--- config.mk ---
export PLATFORM = sky130hd
export DESIGN_NAME = fb_rect_fill
export DESIGN_NICKNAME = d
export VERILOG_FILES = /design/src/rtl/fb_pkg.sv /design/src/rtl/fb_clip.sv /design/src/rtl/fb_rect_fill.sv
export SDC_FILE = /design/constraint.sdc
export NUM_CORES = 1
export LEC_CHECK = 0
export ABC_CLOCK_PERIOD_IN_PS = 5000
export BUFFER_PORTS_ARGS = -buffer_cell sky130_fd_sc_hd__clkbuf_2
export CAP_MARGIN = 20
export CORE_MARGIN = 8
export CORE_UTILIZATION = 45
export CTS_BUF_LIST = sky130_fd_sc_hd__clkbuf_8
export DETAILED_ROUTE_END_ITERATION = 8
export GPL_TIMING_DRIVEN = 0
export MAX_ROUTING_LAYER = met4
export SETUP_SLACK_MARGIN = 0.5
export SLEW_MARGIN = 0
export SYNTH_ARGS = -nofsm -noshare
export SYNTH_HDL_FRONTEND = slang
export SYNTH_SLANG_ARGS = --single-unit
--- constraint.sdc ---
create_clock -name i_clk -period 5 [get_ports i_clk]
set_clock_uncertainty 0.1 [all_clocks]
set_input_delay 1.25 -clock i_clk [delete_from_list [all_inputs] [get_ports i_clk]]
set_output_delay 1.25 -clock i_clk [all_outputs]
set_load 0.05 [all_outputs]
--- src/rtl/fb_pkg.sv ---
// Shared framebuffer constants and types, common to the fill engine, the
// screen driver and the framebuffer RAM.
package fb_pkg;

  localparam int WIDTH    = 800;
  localparam int HEIGHT   = 480;
  localparam int FB_DEPTH = 384000;
  localparam int CIDX_W   = 4;
  localparam int ADDR_W   = 19;

  typedef logic [CIDX_W-1:0] pixel_t;
  typedef logic [ADDR_W-1:0] fb_addr_t;

  typedef enum logic [1:0] {
    ST_IDLE,
    ST_SETUP,
    ST_FILL,
    ST_DONE
  } fill_state_t;

  // y*800 + x as (y<<9)+(y<<8)+(y<<5)+x, avoiding a multiplier.
  function automatic fb_addr_t row_addr(input logic [8:0] y, input logic [9:0] x);
    fb_addr_t w_y;
    w_y = {10'd0, y};
    return (w_y << 9) + (w_y << 8) + (w_y << 5) + {9'd0, x};
  endfunction

endpackage

--- src/rtl/fb_clip.sv ---
// Clips a fill rectangle to the visible screen and computes the start address
// of its first row.
module fb_clip
  import fb_pkg::*;
(
  input  logic [9:0]        i_x0,
  input  logic [8:0]        i_y0,
  input  logic [9:0]        i_w,
  input  logic [8:0]        i_h,
  output logic [10:0]       o_wc,
  output logic [9:0]        o_hc,
  output logic              o_empty,
  output logic [ADDR_W-1:0] o_base
);

  logic [10:0] w_wrem;
  logic [9:0]  w_hrem;

  // Remainders wrap when the origin is off-screen; o_empty masks that case.
  assign w_wrem  = 11'(WIDTH) - {1'b0, i_x0};
  assign w_hrem  = 10'(HEIGHT) - {1'b0, i_y0};
  assign o_wc    = ({1'b0, i_w} < w_wrem) ? {1'b0, i_w} : w_wrem;
  assign o_hc    = ({1'b0, i_h} < w_hrem) ? {1'b0, i_h} : w_hrem;
  assign o_empty = (i_x0 >= 10'(WIDTH)) || (i_y0 >= 9'(HEIGHT)) ||
                   (i_w == 10'd0) || (i_h == 9'd0);
  assign o_base  = row_addr(i_y0, i_x0);

endmodule

--- src/rtl/fb_rect_fill.sv ---
// Rectangle-fill writer: streams one palette index per granted cycle into the
// framebuffer RAM, clipped to the screen.
//   state    | meaning
//   ST_IDLE  | waiting for a command, cmd_ready high
//   ST_SETUP | clip and base-address computation
//   ST_FILL  | issuing writes, one per fb_ready grant
//   ST_DONE  | one-cycle completion pulse
module fb_rect_fill
  import fb_pkg::*;
(
  input  logic              i_clk,
  input  logic              i_rst,
  input  logic              i_cmd_valid,
  output logic              o_cmd_ready,
  input  logic [9:0]        i_cmd_x0,
  input  logic [8:0]        i_cmd_y0,
  input  logic [9:0]        i_cmd_w,
  input  logic [8:0]        i_cmd_h,
  input  logic [CIDX_W-1:0] i_cmd_color,
  output logic              o_fb_we,
  input  logic              i_fb_ready,
  output logic [ADDR_W-1:0] o_fb_addr,
  output logic [CIDX_W-1:0] o_fb_data,
  output logic              o_busy,
  output logic              o_done
);

  fill_state_t r_state, w_next;

  logic [9:0]  r_x0, r_w;
  logic [8:0]  r_y0, r_h;
  pixel_t      r_color, r_data;
  logic [10:0] r_wc, r_col, w_wc;
  logic [9:0]  r_hc, r_row, w_hc;
  fb_addr_t    r_row_base, r_addr, w_base;
  logic        r_we, r_done, w_empty, w_grant, w_last_col, w_last_row;

  fb_clip u_clip (
    .i_x0    (r_x0),
    .i_y0    (r_y0),
    .i_w     (r_w),
    .i_h     (r_h),
    .o_wc    (w_wc),
    .o_hc    (w_hc),
    .o_empty (w_empty),
    .o_base  (w_base)
  );

  assign w_grant    = r_we && i_fb_ready;
  assign w_last_col = (r_col == r_wc - 11'd1);
  assign w_last_row = (r_row == r_hc - 10'd1);

  always_comb begin
    w_next = r_state;
    case (r_state)
      ST_IDLE:  if (i_cmd_valid) w_next = ST_SETUP;
      ST_SETUP: w_next = w_empty ? ST_DONE : ST_FILL;
      ST_FILL:  if (w_grant && w_last_col && w_last_row) w_next = ST_DONE;
      ST_DONE:  w_next = ST_IDLE;
      default:  w_next = ST_IDLE;
    endcase
  end

  always_ff @(posedge i_clk) begin
    if (i_rst) r_state <= ST_IDLE;
    else       r_state <= w_next;
  end

  always_ff @(posedge i_clk) begin
    if (i_rst) begin
      r_we       <= 1'b0;
      r_done     <= 1'b0;
      r_addr     <= '0;
      r_data     <= '0;
      r_row_base <= '0;
      r_col      <= '0;
      r_row      <= '0;
      r_wc       <= '0;
      r_hc       <= '0;
      r_x0       <= '0;
      r_y0       <= '0;
      r_w        <= '0;
      r_h        <= '0;
      r_color    <= '0;
    end else begin
      r_we   <= (w_next == ST_FILL);
      r_done <= (w_next == ST_DONE);
      if (r_state == ST_IDLE && i_cmd_valid) begin
        r_x0    <= i_cmd_x0;
        r_y0    <= i_cmd_y0;
        r_w     <= i_cmd_w;
        r_h     <= i_cmd_h;
        r_color <= i_cmd_color;
      end
      if (r_state == ST_SETUP) begin
        r_wc       <= w_wc;
        r_hc       <= w_hc;
        r_row_base <= w_base;
        r_addr     <= w_base;
        r_data     <= r_color;
        r_col      <= '0;
        r_row      <= '0;
      end
      // The final write leaves the address where it was so it never leaves the screen.
      if (r_state == ST_FILL && w_grant) begin
        if (!w_last_col) begin
          r_col  <= r_col + 11'd1;
          r_addr <= r_addr + 19'd1;
        end else if (!w_last_row) begin
          r_col      <= '0;
          r_row      <= r_row + 10'd1;
          r_row_base <= r_row_base + 19'(WIDTH);
          r_addr     <= r_row_base + 19'(WIDTH);
        end
      end
    end
  end

  assign o_cmd_ready = (r_state == ST_IDLE);
  assign o_busy      = !o_cmd_ready;
  assign o_fb_we     = r_we;
  assign o_fb_addr   = r_addr;
  assign o_fb_data   = r_data;
  assign o_done      = r_done;

endmodule

# [Yosys cells after proc, flatten, opt, wreduce, memory -nomap -nowiden]
# Index checks and enable logic that the tools add are counted.
[word_totals] output_inout_bits=27 inputBits=46 regBits=130 elab_cells=71
[op_classes] n_mux=22 n_eq_ne=7 magnitude_cmp=4 n_addsub=11 n_reduce_logical=12
[op_table] op="2-to-1 mux 19 bit" count=8
[op_table] op="2-to-1 mux 11 bit" count=5
[op_table] op="2-to-1 mux 10 bit" count=5
[op_table] op="adder 18 x 17 -> 19 bit" count=1
[op_table] op="adder 19 x 1 -> 19 bit (second input constant)" count=1
[op_table] op="adder 19 x 10 -> 19 bit" count=1
[op_table] op="adder 19 x 10 -> 19 bit (second input constant)" count=1
[op_table] op="adder 19 x 14 -> 19 bit" count=1
[op_table] op="adder 11 x 1 -> 11 bit (second input constant)" count=1
[op_table] op="equality test 11 bit" count=1
[op_table] op="less-than comparator 10 x 11 -> 1 bit" count=1
[op_table] op="subtractor 10 x 10 -> 11 bit (first input constant)" count=1
[op_table] op="subtractor 11 x 1 -> 11 bit (second input constant)" count=1
[op_table] op="adder 10 x 1 -> 10 bit (second input constant)" count=1
[op_table] op="equality test 10 bit" count=1
[op_table] op="greater-or-equal comparator 10 bit (second input constant)" count=1
[op_table] op="logical NOT 10 bit" count=1
[op_table] op="less-than comparator 9 x 10 -> 1 bit" count=1
[op_table] op="subtractor 10 x 1 -> 10 bit (second input constant)" count=1
[op_table] op="subtractor 9 x 9 -> 10 bit (first input constant)" count=1
[op_table] op="greater-or-equal comparator 9 bit (second input constant)" count=1
[op_table] op="logical NOT 9 bit" count=1
[op_table] op="equality test 2 bit (second input constant)" count=4
[op_table] op="one-hot mux 2 bit (4 select lines)" count=1
[op_table] op="7 further kinds" count=14

# [Longest topological paths before layout]
# Gate-level depths: netlist of run 1.
[logic_depth] word_depth=7 depth_mapped=16 depth_no_buf=15

# [Modules after synthesis]
# Synthesis of run 1 repeated with hierarchy kept, for this count alone.
[hier_totals] hier_cells=1077 hier_area_um2=8838.5
[by_module_without_submodules] module="fb_rect_fill" area_per_inst_um2=6771.5 seq_area_each_um2=2602.5 cells_each=829 instances=1
[by_module_without_submodules] module="fb_clip" area_per_inst_um2=2067.0 seq_area_each_um2=0.0 cells_each=248 instances=1

# [Worst setup path before layout of run 1]
# Ideal clock, no wire load.
[synth_path] path_kind="register -> register" startpoint="reg r_y0[0]" endpoint="reg r_row_base[18]" stages_incl_launch_ff=14 path_slack_ns=1.633 t_arrival_ns=3.131 t_required_ns=4.764 period_less_slack_ns=3.367 n_path_buf=0 setup_ns=0.136 path_cell_list="dfxtp_1 inv_1 fa_1 inv_1 fa_1 ha_1 nand3_1 o211ai_1 o41a_1 a221oi_1 xor2_1 nor2_1 a211oi_1 a211oi_1"
[synth_via] elab_chain_len=7
[synth_lines] item="from (decl)" line_no="fb_rect_fill.sv:31" text="logic [8:0] r_y0, r_h;"
[synth_lines] item="from (signal assigned)" line_no="fb_rect_fill.sv:90" text="r_y0 <= i_cmd_y0;"
[synth_lines] item="adder 18 x 17 -> 19 bit" line_no="fb_pkg.sv:25" text="return (w_y << 9) + (w_y << 8) + (w_y << 5) + {9'd0, x};"
[synth_lines] item="adder 19 x 14 -> 19 bit *" line_no="fb_pkg.sv:25"
[synth_lines] item="adder 19 x 10 -> 19 bit *" line_no="fb_pkg.sv:25"
[synth_lines] item="2-to-1 mux 19 bit *" line_no="fb_rect_fill.sv:95" text="if (r_state == ST_SETUP) begin"
[synth_lines] item="2-to-1 mux 19 bit" line_no="fb_rect_fill.sv:109" text="end else if (!w_last_row) begin"
[synth_lines] item="2-to-1 mux 19 bit" line_no="fb_rect_fill.sv:106" text="if (!w_last_col) begin"
[synth_lines] item="2-to-1 mux 19 bit *" line_no="fb_rect_fill.sv:105" text="if (r_state == ST_FILL && w_grant) begin"
[synth_lines] item="to (signal assigned)" line_no="fb_rect_fill.sv:98" text="r_row_base <= w_base;"
[synth_lines] item="to (signal assigned)" line_no="fb_rect_fill.sv:112" text="r_row_base <= r_row_base + 19'(WIDTH);"
[synth_lines] item="to (decl)" line_no="fb_rect_fill.sv:35" text="fb_addr_t r_row_base, r_addr, w_base;"
# Mark *: on every way between the ends. The rest lies on a longest branch, timed or not.
# A chain may end at the register's enable or synchronous reset.

# [Worst setup path after layout of run 1]
# Ends and elaborated chain as after synthesis.

==> results.json, run 1 <==
{
  "status": "complete, no violations",
  "synth.most_common_cell": "nand2_1",
  "power_frac_seq_pct": 32.4,
  "die_h_um": 155,
  "grt_pass1_vias": 7913,
  "final_period_minus_worst_setup_slack_ns": 4.20,
  "nNetsFinal": 1282,
  "placed_cells": 1382,
  "synth_top_area_share_pct": 30.1,
  "setup_viol": 0,
  "cp_slowest_cell": "fa_1",
  "slew_violations": 0,
  "synth_cells": 1077,
  "power.density_mw_per_mm2": 459,
  "layout-drive-gt1-share_pct": 12.3,
  "synth_edf_count": 0,
  "cts_root_buf": "clkbuf_8",
  "start_util_pct": 46.1,
  "clk_latency_ns": 0.46,
  "critPathArrivalTime_ns": 4.41,
  "switching_power_mw": 2.02,
  "drt_iter0_drc": 725,
  "dp_hpwl_mm": 20.5,
  "cts_buffers": 17,
  "timing.critical_path.cells": "inv_1 -> fa_1 -> inv_1 -> fa_1 -> ha_1 -> nand3_1 -> o211ai_1 -> o41a_1 -> a221oi_1 -> xor2_1 -> nor2_1 -> a211oi_1 -> a211oi_1",
  "tightest_slew_ns": 0.959,
  "slew_headroom_pct": 36.1,
  "synthesis.area_mm2": 0.00865,
  "crit_path_max_incr_delay_ns": 0.53,
  "wirelength_mm": 27.0,
  "path_buf_inv": 2,
  "cts_setup_buffers": 0,
  "overflow": 0,
  "cts_resized": 0,
  "place.gp.congestion": 0.906,
  "port_buffers": 71,
  "ys_warn_count": 0,
  "pwr-share-comb_pct": 47.9,
  "wl_per_cell_um": 19.1,
  "avgSynthCellArea_um2": 8.03,
  "vdd_ir_drop_max_mv": 0.190,
  "critPathKind": "flip-flop to flip-flop",
  "tns_ns": 0,
  "vias": 8128,
  "cts.sinks": 130,
  "ios": 73,
  "async_flop_share_pct": 0,
  "ys.flop_type": "dfxtp_1",
  "synth.distinct_cells": 75,
  "post-route-period-util_pct": 83.9,
  "ant_nets": 0,
  "rows": 50,
  "syn_nets": 1192,
  "grtUsageTotal_pct": 23.4,
  "yosys-top-cells-count": "nand2_1 (134), dfxtp_1 (130), a21oi_1 (93), nor2_1 (71), ha_1 (61)",
  "ctsHoldBuffers": 0,
  "p_leak_nw": 4.00,
  "routed_via_density": 5.75,
  "grt_pass1_wl_mm": 42.8,
  "ys_seq_elements": 130,
  "yosys-top-cells-area": "dfxtp_1 (30%), ha_1 (8.8%), nand2_1 (5.8%)",
  "firstDrtPassIters": 5,
  "switching_share_pct": 45.6,
  "power.internal_mw": 2.41,
  "cts.reportedPaths.clkPinSlew_ns": 0.08,
  "grt_setup_unrepaired": "false",
  "die_width_um": 155,
  "hold_viol": 0,
  "cts-htree-levels": 4,
  "cap_violations": 0,
  "drc": 0,
  "cts_tree": "done",
  "fmax_ghz": 0.238,
  "antenna_found_initial": 0,
  "clk_path_buf_depth": 2,
  "critPathCaptureType": "flip-flop",
  "worst_ep_required_time_ns": 5.21,
  "syn2layout_area_growth_pct": 11.8,
  "hp-class": "flip-flop to flip-flop",
  "startpoint_type": "flip-flop",
  "core_area_mm2": 0.0188,
  "synth_top_cell_by_area": "dfxtp_1",
  "r2r_setup_slack_ns": 0.80,
  "grt_max_degree": 17,
  "ys_seq_area_share_pct": 30.1,
  "stdcell_count": 1414,
  "p_clk_share_pct": 19.7,
  "die_area_mm2": 0.0239,
  "insertedDiodeCount": 0,
  "path_max_fanout": 6,
  "crit_family": "adder cells",
  "hold_ws_ns": 0.360
}
[power groups by stage]
stage / logic (mW) / registers [mW] / clock network [mW]
2_1_floorplan: 1.49 / 1.50 / 0
3_3_place_gp: 2.08 / 1.45 / 0
3_5_place_dp: 2.10 / 1.45 / 0
4_1_cts: 2.12 / 1.43 / 0.888
5_1_grt: 2.35 / 1.47 / 0.934
6_report: 2.12 / 1.44 / 0.876
[stage by stage]
| step | power, mW | worst slack (ns) | utilization [%] | area [um2] |
|---|---|---|---|---|
| final | 4.43 | 0.804 | 51.5 | 9660 |
| after global routing | 4.75 | 0.576 | 51.5 | 9660 |
| after CTS | 4.44 | 0.837 | 51.5 | 9660 |
| after detailed placement | 3.55 | 0.855 | 49.5 | 9290 |
| after global placement | 3.53 | 0.883 | 49.5 | 9290 |
| after floorplan | 2.99 | 1.63 | - | 8650 |
[routing by layer]
layer,part of all wire (%),vias to the layer above,track usage (%)
met3,6.3,48,4.12
met5,0,-,-
li1,-,4010,-
met1,47,3789,30.4
met4,3.1,0,9.66
met2,44,281,35.6
[sequential cells by signal, summed over array words and instances (netlist names)]
signal and flops:
o_fb_addr 19, r_row_base 19, r_col 11, r_wc 11
r_hc 10, r_row 10, r_w 10, r_x0 10
r_h 9, r_y0 9, o_fb_data 4, r_color 4
r_state 2, o_done 1, o_fb_we 1
[kinds of logic (layout without fill, tap and decap cells)]
family	after synthesis	in the layout	share of synthesized area (%)
xor gates and xnor gates	70	70	7.09
adders and majority gates	69	69	10.7
buffers and inverters	120	223	5.47
and+or+nand+nor	392	392	22.4
DFF	130	130	30.1
muxes	38	38	4.56
AOI/OAI and AO/OA	258	258	19.7
[layout make-up]
| cell class | count | area, um2 |
|---|---|---|
| Sequential cell | 130 | 2600 |
| Timing Repair Buffer | 71 | 355 |
| Fill cell | 1916 | 9100 |
| Clock inverter | 15 | 135 |
| Inverter | 59 | 221 |
| Buffer | 61 | 251 |
| Clock buffer | 17 | 234 |
| Multi-Input combinational cell | 827 | 5570 |
| Tap cell | 234 | 293 |
[final timing paths]
path | start | endpoint | cells past startpoint
setup / recovery | r_y0[0]$_SDFFE_PP0P_ | r_row_base[18]$_SDFF_PP0_ | 13
hold / removal | r_color[0]$_SDFFE_PP0P_ | r_color[0]$_SDFFE_PP0P_ | 2
setup reg to reg | r_y0[0]$_SDFFE_PP0P_ | r_row_base[18]$_SDFF_PP0_ | 13
hold reg to reg | r_color[0]$_SDFFE_PP0P_ | r_color[0]$_SDFFE_PP0P_ | 2
[cells in the final DEF (no fill, tap or decap), drive strengths merged, types with 9 or more instances in the layout]
cell type	instances
nand2	134
dfxtp	130
clkbuf	130
a21oi	93
nor2	71
inv	65
ha	61
nand3	55
xnor2	43
o21ai	31
a211oi	29
xor2	27
mux2i	27
and3	24
a31oi	21
buf	19
nor2b	16
nor4	14
nor3	13
mux2	11
nand2b	10
or3	10
a21o	9
[tightest hold or removal path, cell delays in order (launching register included)]
cell     delay (ns)
dfxtp_1        0.31
nand2_1        0.05
a21oi_1        0.05
Power figures use the tool's default switching activity.
==> run 2: changes to the inputs <==
- ABC_CLOCK_PERIOD_IN_PS: 5000 -> 4220
- clock period: 5 -> 4.22 ns (I/O delays scaled with it)
==> run 2 against run 1 <==
Compared with the run above:
- clock power is 19% higher
- global-route usage is 0.17 points higher
- wire length increased by 1.5%
- critical endpoint unchanged
- largest power group unchanged
==> results.json, run 2 (synthesized netlist as in run 1, its figures left out) <==
{
  "setup_viol": 0,
  "drc": 0,
  "die_h_um": 155,
  "path_buf_inv": 2,
  "p_leak_nw": 4.07,
  "grt_pass1_wl_mm": 43.1,
  "crit_family": "adder cells",
  "nNetsFinal": 1287,
  "grt_setup_unrepaired": "false",
  "dp_hpwl_mm": 20.5,
  "final_period_minus_worst_setup_slack_ns": 3.60,
  "slew_violations": 0,
  "n_fill_cell": 1889,
  "rows": 50,
  "slew_headroom_pct": 34.0,
  "fmax_ghz": 0.278,
  "grtUsageTotal_pct": 23.6,
  "place.gp.congestion": 0.906,
  "stdcell_count": 1419,
  "clk_path_buf_depth": 2,
  "path_max_fanout": 4,
  "critPathCaptureType": "flip-flop",
  "power.density_mw_per_mm2": 544,
  "critPathArrivalTime_ns": 3.82,
  "final_cell_mix": "nand2_1 (134), dfxtp_1 (124), a21oi_1 (91)",
  "insertedDiodeCount": 0,
  "cts_tree": "done",
  "vias": 8218,
  "cts-htree-levels": 4,
  "r2r_setup_slack_ns": 0.62,
  "crit_path_max_incr_delay_ns": 0.53,
  "vdd_ir_drop_max_mv": 0.230,
  "hold_viol": 0,
  "die_width_um": 155,
  "startpoint_type": "flip-flop",
  "drt_iter0_drc": 712,
  "ant_nets": 0,
  "syn2layout_area_growth_pct": 14.4,
  "final_common_cell": "nand2_1",
  "hold_start": "r_color[0]$_SDFFE_PP0P_",
  "clk_latency_ns": 0.47,
  "layout-drive-gt1-share_pct": 15.9,
  "cts.reportedPaths.clkPinSlew_ns": 0.09,
  "tns_ns": 0,
  "cap_violations": 0,
  "post-route-period-util_pct": 85.4,
  "reg2reg_depth": 13,
  "wl_per_cell_um": 19.3,
  "hold_ws_ns": 0.360,
  "min_path_cells": 2,
  "critPathKind": "flip-flop to flip-flop",
  "cp_common_cell": "fa_1",
  "firstDrtPassIters": 5,
  "cts_root_buf": "clkbuf_8",
  "hp-class": "flip-flop to flip-flop",
  "port_buffers": 71,
  "worst_ep_required_time_ns": 4.44,
  "reg2reg_to": "r_row_base[18]$_SDFF_PP0_",
  "ios": 73,
  "cp_slowest_cell": "fa_1",
  "overflow": 0,
  "grt_max_degree": 17,
  "core_area_mm2": 0.0188,
  "tightest_slew_ns": 0.989,
  "placed_cells": 1382,
  "timing.critical_path.cells": "inv_2 -> fa_1 -> inv_1 -> fa_1 -> ha_4 -> nand3_1 -> o211ai_1 -> o41a_1 -> a221oi_4 -> xor2_2 -> nor2_2 -> a211oi_2 -> a211oi_1",
  "antenna_found_initial": 0,
  "timing.rr.start": "r_x0[9]$_SDFFE_PP0P_",
  "hold_end": "r_color[0]$_SDFFE_PP0P_",
  "wirelength_mm": 27.4,
  "routed_via_density": 5.79,
  "status": "complete, no violations",
  "start_util_pct": 46.1,
  "cts_buffers": 17,
  "die_area_mm2": 0.0239,
  "grt_pass1_vias": 7927,
  "cts.sinks": 130
}
run 2: how the worst max path moves through the flow:
| stage | from | end | slack, ns | depth (start not counted) |
|---|---|---|---|---|
| finish | r_x0[9]$_SDFFE_PP0P_ | r_row_base[18]$_SDFF_PP0_ | 0.62 | 13 |
| detailed placement | r_y0[0]$_SDFFE_PP0P_ | o_fb_addr[18]$_SDFF_PP0_ | 0.07 | 13 |
| global route | r_x0[9]$_SDFFE_PP0P_ | r_row_base[18]$_SDFF_PP0_ | 0.50 | 13 |
| global placement | r_y0[0]$_SDFFE_PP0P_ | r_row_base[18]$_SDFF_PP0_ | 0.10 | 13 |
| floorplan | r_y0[0]$_SDFFE_PP0P_ | r_row_base[18]$_SDFF_PP0_ | 0.85 | 13 |
| CTS | r_y0[0]$_SDFFE_PP0P_ | r_row_base[18]$_SDFF_PP0_ | 0.45 | 13 |
run 2: layer usage:
metal | wire length [um] | GRT usage, % | up-vias
met1 | 12800 | 30.7 | 3853
met2 | 12200 | 36.1 | 304
met3 | 1510 | 3.73 | 45
li1 | - | - | 4016
met5 | 0 | - | -
met4 | 805 | 9.38 | 0
run 2: final cells by class:
| class | instances | area, um2 | share of cell area, % |
|---|---|---|---|
| clock buffer | 17 | 234 | 2.37 |
| inverter | 59 | 221 | 2.24 |
| tap | 234 | 293 | 2.96 |
| multi-input combinational | 827 | 5730 | 57.9 |
| sequential | 130 | 2620 | 26.4 |
| buffer | 61 | 269 | 2.72 |
| timing repair buffer | 76 | 393 | 3.97 |
| clock inverter | 15 | 135 | 1.37 |
run 2: power breakdown:
group	switching, mW	internal, mW
Combinational	1.62	1.02
Clock	0.568	0.471
Sequential	0.271	1.43
run 2: worst register-to-register path, stage by stage, from the launching register on:
cell and delay [ns]:
dfxtp_2 0.36, inv_2 0.06, fa_1 0.53, inv_1 0.05, fa_1 0.52, ha_4 0.22, nand3_1 0.08, o211ai_1 0.12
o41a_1 0.40, a221oi_4 0.33, xor2_2 0.32, nor2_2 0.10, a211oi_2 0.22, a211oi_1 0.07
run 2: through the flow:
| step | utilization, % | setup slack, ns | instance area (um2) | total power, mW |
|---|---|---|---|---|
| global route | 52.7 | 0.504 | 9890 | 5.75 |
| CTS | 51.9 | 0.452 | 9750 | 5.29 |
| finish | 52.7 | 0.617 | 9890 | 5.38 |
| detailed placement | 49.5 | 0.0749 | 9290 | 4.21 |
| global placement | 49.5 | 0.103 | 9290 | 4.19 |
| floorplan | - | 0.853 | 8650 | 3.54 |
run 2: timing repair:
item,in CTS,in global routing
hold buffers,0,0
setup buffers,2,3
setup endpoints to repair,18,54
resized for setup,17,36
pin swaps,4,12
==> run 3: changes to the inputs <==
- ABC_AREA: default -> 1
- SLEW_MARGIN: 0 -> default
==> run 3 against run 2 <==
Compared with the run above:
- final cell count is 25% higher
- clock power grew 11%
- flip-flop and latch count did not move
- sequential power is 7% lower
- final area rose by 4.4%
- sequential share of layout area decreased by 1.2 points
- register-to-register slack gained 0.17 ns
- wire length rose by 8.4%
- first-iteration DRC count up 2.0%
- fmax is 4.9% higher
- synthesized cell count is 30% higher
==> results.json, run 3 <==
{
  "firstDrtPassIters": 6,
  "critPathArrivalTime_ns": 3.65,
  "ys_seq_area_share_pct": 28.3,
  "ant_nets": 0,
  "avgSynthCellArea_um2": 6.56,
  "cts.sinks": 130,
  "hold_start": "r_hc[9]$_SDFFE_PP0P_",
  "ys.flop_type": "dfxtp_1",
  "power.density_mw_per_mm2": 490,
  "cp_slowest_cell": "fa_1",
  "ctsHoldBuffers": 0,
  "yosys-top-cells-area": "dfxtp_1 (28%), nand2_1 (13%), ha_1 (8.3%)",
  "ys_seq_elements": 130,
  "fmax_ghz": 0.291,
  "insertedDiodeCount": 0,
  "clk_path_buf_depth": 2,
  "die_width_um": 159,
  "wl_per_cell_um": 16.7,
  "n_fill_cell": 2184,
  "die_h_um": 159,
  "slew_headroom_pct": 47.6,
  "vias": 9398,
  "cp_common_cell": "nand2_1",
  "cts.reportedPaths.clkPinSlew_ns": 0.09,
  "cts-htree-levels": 4,
  "nNetsFinal": 1609,
  "core_area_mm2": 0.0202,
  "path_max_fanout": 7,
  "critPathCaptureType": "flip-flop",
  "syn2layout_area_growth_pct": 12.1,
  "antenna_found_initial": 0,
  "tns_ns": 0,
  "layout-drive-gt1-share_pct": 10.6,
  "grt_pass1_wl_mm": 48.0,
  "grt_setup_unrepaired": "true",
  "overflow": 0,
  "r2r_setup_slack_ns": 0.78,
  "routed_via_density": 5.29,
  "synth_edf_count": 0,
  "setup_viol": 0,
  "post-route-period-util_pct": 81.4,
  "final_cell_mix": "nand2_1 (330), inv_1 (154), nor2_1 (138)",
  "cts_root_buf": "clkbuf_8",
  "startpoint_type": "flip-flop",
  "tightest_slew_ns": 0.786,
  "p_leak_nw": 4.86,
  "grt_pass1_vias": 9086,
  "synth_top_area_share_pct": 28.3,
  "vdd_ir_drop_max_mv": 0.228,
  "synthesis.area_mm2": 0.00921,
  "synth.most_common_cell": "nand2_1",
  "design_area_mm2": 0.0103,
  "drt_iter0_drc": 726,
  "ios": 73,
  "final_common_cell": "nand2_1",
  "final_period_minus_worst_setup_slack_ns": 3.44,
  "die_area_mm2": 0.0253,
  "critPathKind": "flip-flop to flip-flop",
  "port_buffers": 72,
  "grt_max_degree": 17,
  "cts_tree": "done",
  "crit_path_max_incr_delay_ns": 0.54,
  "synth.distinct_cells": 39,
  "path_buf_inv": 2,
  "yosys-top-cells-count": "nand2_1 (330), inv_1 (154), nor2_1 (138), nand3_1 (131), dfxtp_1 (130)",
  "async_flop_share_pct": 0,
  "cts_buffers": 17,
  "hold_viol": 0,
  "worst_ep_required_time_ns": 4.43,
  "start_util_pct": 45.7,
  "status": "complete, no violations",
  "cap_violations": 0,
  "wirelength_mm": 29.7,
  "drc": 0,
  "crit_family": "adder cells",
  "synth_top_cell_by_area": "dfxtp_1",
  "setup.worst_path.start": "r_y0[0]$_SDFFE_PP0P_",
  "hp-class": "flip-flop to flip-flop",
  "clk_latency_ns": 0.46,
  "grtUsageTotal_pct": 24.2,
  "timing.rr.start": "r_y0[0]$_SDFFE_PP0P_",
  "synth_cells": 1403,
  "place.gp.congestion": 0.970,
  "timing.critical_path.cells": "inv_1 -> fa_1 -> inv_1 -> fa_1 -> ha_1 -> a21oi_1 -> nand2_1 -> nand2_1 -> nand2_1 -> nand2_1 -> nand2_1 -> o21ai_1 -> o21ai_0 -> nand2_1 -> a21oi_1",
  "dp_hpwl_mm": 23.3,
  "postPlaceCellArea_mm2": 0.00991,
  "ys_warn_count": 0,
  "slew_violations": 0,
  "rows": 52,
  "syn_nets": 1518
}
==> run 3: metal layers <==
metal	up-vias	global-route usage [%]	part of all wire [%]
met5	-	-	0
met4	0	5.79	1.5
met3	32	3.31	4.5
met2	206	39.8	47
met1	4402	31.2	47
li1	4758	-	-
==> run 3: area by class of cell <==
cell class,instances,area [um2],share of cell area [%]
timing repair buffer,72,360,3.49
sequential,130,2600,25.2
inverter,162,611,5.91
buffer,50,243,2.35
tap,270,338,3.27
clock buffer,17,234,2.27
multi-input combinational,1061,5760,55.7
clock inverter,15,181,1.76
==> run 3: repair_timing <==
item                                    in CTS  in global routing
gates resized for setup                      0                  2
buffers inserted                             0                  0
endpoints found under the setup margin       0                  4
==> run 3: path summary, 6_finish.rpt <==
check / to / cells after the start
worst min-delay path: r_hc[9]$_SDFFE_PP0P_ / 2
worst max register to register: r_row_base[18]$_SDFF_PP0_ / 15
worst min register to register: r_hc[9]$_SDFFE_PP0P_ / 2
worst max-delay path: r_row_base[18]$_SDFF_PP0_ / 15
==> run 3: report_power, final <==
group          switching (mW)  internal (mW)
Clock                   0.565          0.589
Sequential              0.184           1.40
Combinational            1.58          0.739
Total                    2.33           2.73
==> run 3: cells by family after synthesis <==
logic type / after synthesis / synth area share (%)
simple gates: 672 / 31.5
compound gates: 254 / 14.5
buf+inv: 212 / 9.27
flops: 130 / 28.3
fa+ha+maj: 69 / 10.0
xor+xnor: 66 / 6.43
==> run 3: per-stage QoR <==
| step | worst slack, ns | power [mW] | hold WS [ns] | std cells | util, % |
|---|---|---|---|---|---|
| 6_report | 0.785 | 5.06 | 0.354 | 1777 | 51.2 |
| 5_1_grt | 0.482 | 5.48 | 0.369 | 1777 | 51.2 |
| 4_1_cts | 0.669 | 5.07 | 0.356 | 1777 | 51.2 |
| 3_5_place_dp | 0.696 | 3.92 | 0.344 | 1745 | 49.1 |
| 3_3_place_gp | 0.681 | 3.89 | 0.341 | 1745 | 49.1 |
| 2_1_floorplan | 1.29 | 3.30 | 0.330 | 1403 | - |
==> run 3: tightest hold or removal path: cells and delay by family (launching register included) <==
family,cells,cell delay [ns]
and+or+nand+nor,2,0.09
DFF,1,0.32
